[config.mk]
export PLATFORM = sky130hd
export DESIGN_NAME = mux_rr_arbiter
export DESIGN_NICKNAME = d
export VERILOG_FILES = /design/src/rtl/mux_rr_arbiter.sv
export SDC_FILE = /design/constraint.sdc
export NUM_CORES = 1
export LEC_CHECK = 0
export ABC_AREA = 1
export CORE_MARGIN = 10
export CORE_UTILIZATION = 50
export CTS_BUF_LIST = sky130_fd_sc_hd__clkbuf_4 sky130_fd_sc_hd__clkbuf_8
export DETAILED_ROUTE_END_ITERATION = 16
export PLACE_DENSITY = 0.8
export SETUP_SLACK_MARGIN = 0.1
export SYNTH_ARGS = -nofsm -noshare
export SYNTH_HDL_FRONTEND = slang
export SYNTH_SLANG_ARGS = --single-unit
export TNS_END_PERCENT = 100
[constraint.sdc]
create_clock -name clk -period 2.63 [get_ports clk]
set_clock_uncertainty 0.2 [all_clocks]
set_input_delay 0.3945 -clock clk [delete_from_list [all_inputs] [get_ports clk]]
set_output_delay 0.3945 -clock clk [all_outputs]
set_load 0.01 [all_outputs]
[src/rtl/mux_rr_arbiter.sv]
// mux_rr_arbiter
// Round-robin arbiter sharing one mux_4_1 output path between four requesters.
// A single owner is registered; its index drives the mux selects and a one-hot
// grant. On release (or timeout pre-emption) the search pointer moves past the
// old owner, and the next requester is granted on the same edge with no idle
// bubble.
//
// Ports:
//   clk       in   rising-edge clock
//   rst_n     in   asynchronous active-low reset
//   req[3:0]  in   request per source, bit i requests mux input Ii
//   gnt[3:0]  out  registered one-hot grant, 0000 when no owner
//   gnt_valid out  registered, equals |gnt
//   sel_A     out  mux select MSB (owner[1])
//   sel_B     out  mux select LSB (owner[0])
//   owner[1:0]out  current or last owner index, equals {sel_A, sel_B}
//
// Parameters:
//   HOLD_MAX  maximum consecutive grant cycles per owner (2..255), timeout build only
//   CNT_W     hold counter width, 2**CNT_W > HOLD_MAX
//
// Build option: define GRANT_TIMEOUT_EN to pre-empt an owner after HOLD_MAX
// cycles when another source is waiting. Without it the hold counter is absent
// and an owner keeps the grant until it drops req.

module mux_rr_arbiter #(
  parameter int HOLD_MAX = 8,
  parameter int CNT_W    = 8
) (
  input  logic       clk,
  input  logic       rst_n,
  input  logic [3:0] req,
  output logic [3:0] gnt,
  output logic       gnt_valid,
  output logic       sel_A,
  output logic       sel_B,
  output logic [1:0] owner
);

  typedef enum logic [0:0] {
    IDLE = 1'b0,
    BUSY = 1'b1
  } state_t;

  // Reject illegal parameter combinations at elaboration.
  if ((HOLD_MAX < 2) || (HOLD_MAX > 255) || ((64'd1 << CNT_W) <= 64'(HOLD_MAX))) begin : g_bad_params
    $error("mux_rr_arbiter: illegal HOLD_MAX/CNT_W combination");
  end

  // First set bit of r, searching p, p+1, ... (mod 4). Returns p if r is empty.
  function automatic logic [1:0] rr_pick(input logic [3:0] r, input logic [1:0] p);
    logic [1:0] idx;
    logic       found;
    rr_pick = p;
    found   = 1'b0;
    for (int k = 0; k < 4; k++) begin
      idx = p + k[1:0];
      if (!found && r[idx]) begin
        rr_pick = idx;
        found   = 1'b1;
      end else begin
        found   = found;
      end
    end
  endfunction

  function automatic logic [3:0] onehot(input logic [1:0] idx);
    onehot = 4'b0001 << idx;
  endfunction

  state_t     state_q, state_d;
  logic [1:0] ptr_q, ptr_d;
  logic [1:0] owner_q, owner_d;
  logic [3:0] gnt_q, gnt_d;
  logic       gnt_valid_q, gnt_valid_d;

  logic [3:0] others_s;
  logic       release_s;
  logic       rotate_s;
  logic [1:0] next_ptr_s;

`ifdef GRANT_TIMEOUT_EN
  localparam logic [CNT_W-1:0] HOLD_MAX_C  = CNT_W'(HOLD_MAX);
  localparam logic [CNT_W-1:0] HOLD_LAST_C = CNT_W'(HOLD_MAX - 1);

  logic [CNT_W-1:0] cnt_q, cnt_d;
  logic             preempt_s;
`endif

  // Rotation conditions shared by the next-state logic.
  always_comb begin
    others_s   = req & ~onehot(owner_q);
    release_s  = ~req[owner_q];
    next_ptr_s = owner_q + 2'd1;
`ifdef GRANT_TIMEOUT_EN
    // A lone requester is never pre-empted: another bit must be waiting.
    preempt_s  = (cnt_q == HOLD_LAST_C) && (|others_s);
    rotate_s   = release_s | preempt_s;
`else
    rotate_s   = release_s;
`endif
  end

  // Next-state, pointer, owner and grant computation.
  always_comb begin
    state_d = state_q;
    ptr_d   = ptr_q;
    owner_d = owner_q;
    gnt_d   = gnt_q;
`ifdef GRANT_TIMEOUT_EN
    cnt_d   = cnt_q;
`endif
    case (state_q)
      IDLE: begin
        if (|req) begin
          owner_d = rr_pick(req, ptr_q);
          gnt_d   = onehot(rr_pick(req, ptr_q));
          state_d = BUSY;
`ifdef GRANT_TIMEOUT_EN
          cnt_d   = {CNT_W{1'b0}};
`endif
        end else begin
          // owner_d keeps the last owner so the mux selects stay put.
          gnt_d   = 4'b0000;
        end
      end
      BUSY: begin
        if (rotate_s) begin
          ptr_d = next_ptr_s;
          if (|others_s) begin
            // Hand over on the same edge: no idle bubble between owners.
            owner_d = rr_pick(others_s, next_ptr_s);
            gnt_d   = onehot(rr_pick(others_s, next_ptr_s));
`ifdef GRANT_TIMEOUT_EN
            cnt_d   = {CNT_W{1'b0}};
`endif
          end else begin
            state_d = IDLE;
            gnt_d   = 4'b0000;
          end
        end else begin
`ifdef GRANT_TIMEOUT_EN
          if (cnt_q >= HOLD_MAX_C) begin
            cnt_d = cnt_q;
          end else begin
            cnt_d = cnt_q + {{(CNT_W-1){1'b0}}, 1'b1};
          end
`else
          gnt_d = gnt_q;
`endif
        end
      end
      default: begin
        state_d = IDLE;
        gnt_d   = 4'b0000;
      end
    endcase
    gnt_valid_d = |gnt_d;
  end

  // State and output registers.
  always_ff @(posedge clk or negedge rst_n) begin
    if (!rst_n) begin
      state_q     <= IDLE;
      ptr_q       <= 2'd0;
      owner_q     <= 2'd0;
      gnt_q       <= 4'b0000;
      gnt_valid_q <= 1'b0;
    end else begin
      state_q     <= state_d;
      ptr_q       <= ptr_d;
      owner_q     <= owner_d;
      gnt_q       <= gnt_d;
      gnt_valid_q <= gnt_valid_d;
    end
  end

`ifdef GRANT_TIMEOUT_EN
  // Hold counter for timeout pre-emption.
  always_ff @(posedge clk or negedge rst_n) begin
    if (!rst_n) begin
      cnt_q <= {CNT_W{1'b0}};
    end else begin
      cnt_q <= cnt_d;
    end
  end
`endif

  assign gnt       = gnt_q;
  assign gnt_valid = gnt_valid_q;
  assign owner     = owner_q;
  assign sel_A     = owner_q[1];
  assign sel_B     = owner_q[0];

endmodule

==> impl_metrics.csv <==
group,metric,value,unit
detailed_routing,wire_per_inst,11.6,um
detailed_routing,avgViaCountPerCell,5.15,
placed_design,dp_hpwl,2.32,mm
timing,setup_viol,0,
placed_design,numPortBuffers,14,
timing,post-route-period-util,90.0,%
synthesis,synth.ff_latch_count,10,
worst_setup_path,crit_type,"input pin to register",
floorplanning,ioPinCount,15,
timing,worst_pin_slew,0.442,ns
global_routing,grt_pass1_vias,1172,
synthesis,yosys_warnings,0,
worst_setup_path,worst_setup_path_start_kind,"input pin",
worst_setup_path,cp_slowest_cell,"clkdlybuf4s50_1",
finish,syn_to_final_growth,13.6,%
detailed_routing,final_antenna_net_count,0,
finish,nNetsFinal,241,
clock_tree,cts.clk_slew.worst_paths,0.06,ns
detailed_routing,firstDrtPassIters,4,
worst_setup_path,worstPathRequired,2.58,ns
worst_setup_path,crit_top_cell,"nand2_1",
worst_setup_path,critPathMaxFanout,8,
hold_path,hp-class,"input pin to async pin",
run_status,status,"finished, final reports clean",
timing,max_freq,0.423,GHz
finish,nFillCells,259,
worst_setup_path,cp_cell_sequence,"clkdlybuf4s50_1 > inv_1 > nand2_1 > nand2_1 > nand2_1 > nand2_1 > nor2_4 > nand3_4 > nand2_2 > nand2_2 > nand2_4 > nor2_2 > nor2_2 > nand2_1 > nor2_1 > nand2_1",
finish,antenna_cells,0,
floorplanning,die_height,71.7,um
clock_tree,cts.sinks,10,
worst_setup_path,cp.buffers_inverters,2,
clock_tree,htree_levels,1,
global_routing,gr-usage-all-layers,11.6,%
synthesis,syn_inst,217,
timing,drv_slew,0,
global_routing,grt_max_degree,18,
floorplanning,core_area,2520,um^2
timing,max_slew_margin,70.4,%
worst_setup_path,critPathCaptureType,"register",
floorplanning,fp.dieW,71.7,um
worst_setup_path,max_stage_delay,0.67,ns
placed_design,routabilityCongestion,0.843,
worst_setup_path,crit_arrival,2.32,ns
clock_tree,numCtsBuffers,3,
global_routing,overflow,0,
timing,hold_viol_final,0,
worst_setup_path,r2r_slack,0.29,ns
finish,final_cells,259,
clock_tree,cts_buffer_depth,2,
global_routing,grt_pass1_wl,5.24,mm
synthesis,syn_avg_cell_area,6.17,um^2
worst_setup_path,crit_family,"simple AND/OR/NAND/NOR gates",
job,cap_violations,0,
detailed_routing,remaining_drc_errors,0,
synthesis,synthesis.area,1340,um^2
global_routing,antenna_found_initial,0,
timing,min_period,2.37,ns
synthesis,synth_nets,227,
floorplanning,rows,18,
clock_tree,cts_tree,"built",
clock_tree,cts-root-buf,"clkbuf_4",
placed_design,placed_cells,256,
clock_tree,worstSkewPairLatency,0.26,ns
synthesis,seq_area_frac_synth,18.7,%
synthesis,synth.distinct_cells,26,
timing,rsz0062_at_grt,"false",
detailed_routing,drtIter0Drc,96,
detailed_routing,vias,1334,
clock_tree,postCtsHoldBufs,0,
detailed_routing,routed_wl,3.00,mm
floorplanning,start_util,53.1,%
timing,fin_setup_tns,0,ns
floorplanning,die_area,5150,um^2
finish,drive_above_1_share,24.5,%
[cell usage after synthesis (all sizes together)]
library cell	number	area [um^2]
nand2	104	460
nand3	38	223
a21oi	3	15.0
o21ai	7	35.0
buf	10	78.8
o211ai	1	7.51
nor2	16	111
and2	1	8.76
o22ai	1	6.26
ha	4	50.1
inv	20	77.6
o2111ai	1	8.76
nor4	1	6.26
dfrtp	10	250
[flip-flops by register name, indices dropped and copies added, names as in the netlist]
name       cells
owner          2
ptr_q          2
gnt            4
gnt_valid      1
state_q        1
[kinds of logic after synthesis]
group,count (synthesis),share of synthesized area [%]
AND/OR/NAND/NOR,160,60.5
buffers and inverters,30,11.7
AO/OA/AOI/OAI,13,5.42
flip-flops,10,18.7
adder cells (fa/ha/maj),4,3.74
[final timing paths]
| check | depth (start not counted) | to | startpoint |
|---|---|---|---|
| max | 16 | gnt_valid | req[3] |
| min | 1 | state_q | rst_n |
| max reg2reg | 16 | gnt_valid | owner[0] |
| min reg2reg | 2 | gnt[2] | gnt[2] |
| max in group asynchronous | 1 | owner[1] | rst_n |
| min in group clk | 2 | gnt[2] | gnt[2] |
[stage by stage]
stage / instance area (um^2) / worst slack [ns] / util [%] / hold WS (ns)
after global routing: 1520 / 0.105 / 60.3 / 0.276
final: 1520 / 0.263 / 60.3 / 0.245
after floorplan: 1340 / 0.199 / - / -0.101
after detailed placement: 1480 / 0.0432 / 58.5 / 0.303
after global placement: 1480 / 0.0440 / 58.5 / 0.301
after CTS: 1500 / 0.183 / 59.4 / 0.266
[timing repair]
action / 4_1_cts / 5_1_grt
resized for setup: 0 / 7
endpoints found under the setup margin: 0 / 6
buffers inserted: 0 / 0
[layout make-up]
type	instances	area, um^2	area share (%)
inverter	20	80.1	5.26
timing repair buffer	19	178	11.7
sequential	10	251	16.5
clock buffer	3	22.5	1.48
multi-input combinational	177	952	62.6
tap	30	37.5	2.47
[layer usage]
layer  up-vias  GRT usage [%]  routed length, um
li1        712              -                  -
met5         -              0                  0
met4         0           2.80                 21
met3         2           1.24                135
met1       581           14.7               1390
met2        39           20.1               1460
[layout by cell type (no fill, tap or decap), drive strengths merged]
master,synthesis,layout
nand2,104,104
a21oi,3,3
nor4,1,1
nand3,38,38
clkdlybuf4s50,0,14
o2111ai,1,1
o211ai,1,1
and2,1,1
clkbuf,0,3
nor2,16,16
dfrtp,10,10
inv,20,20
ha,4,4
o22ai,1,1
o21ai,7,7
buf,10,5
Power is left out: the tool's default activity adds up to more than one toggle a clock period on the data nets, which glitch-free logic cannot reach.
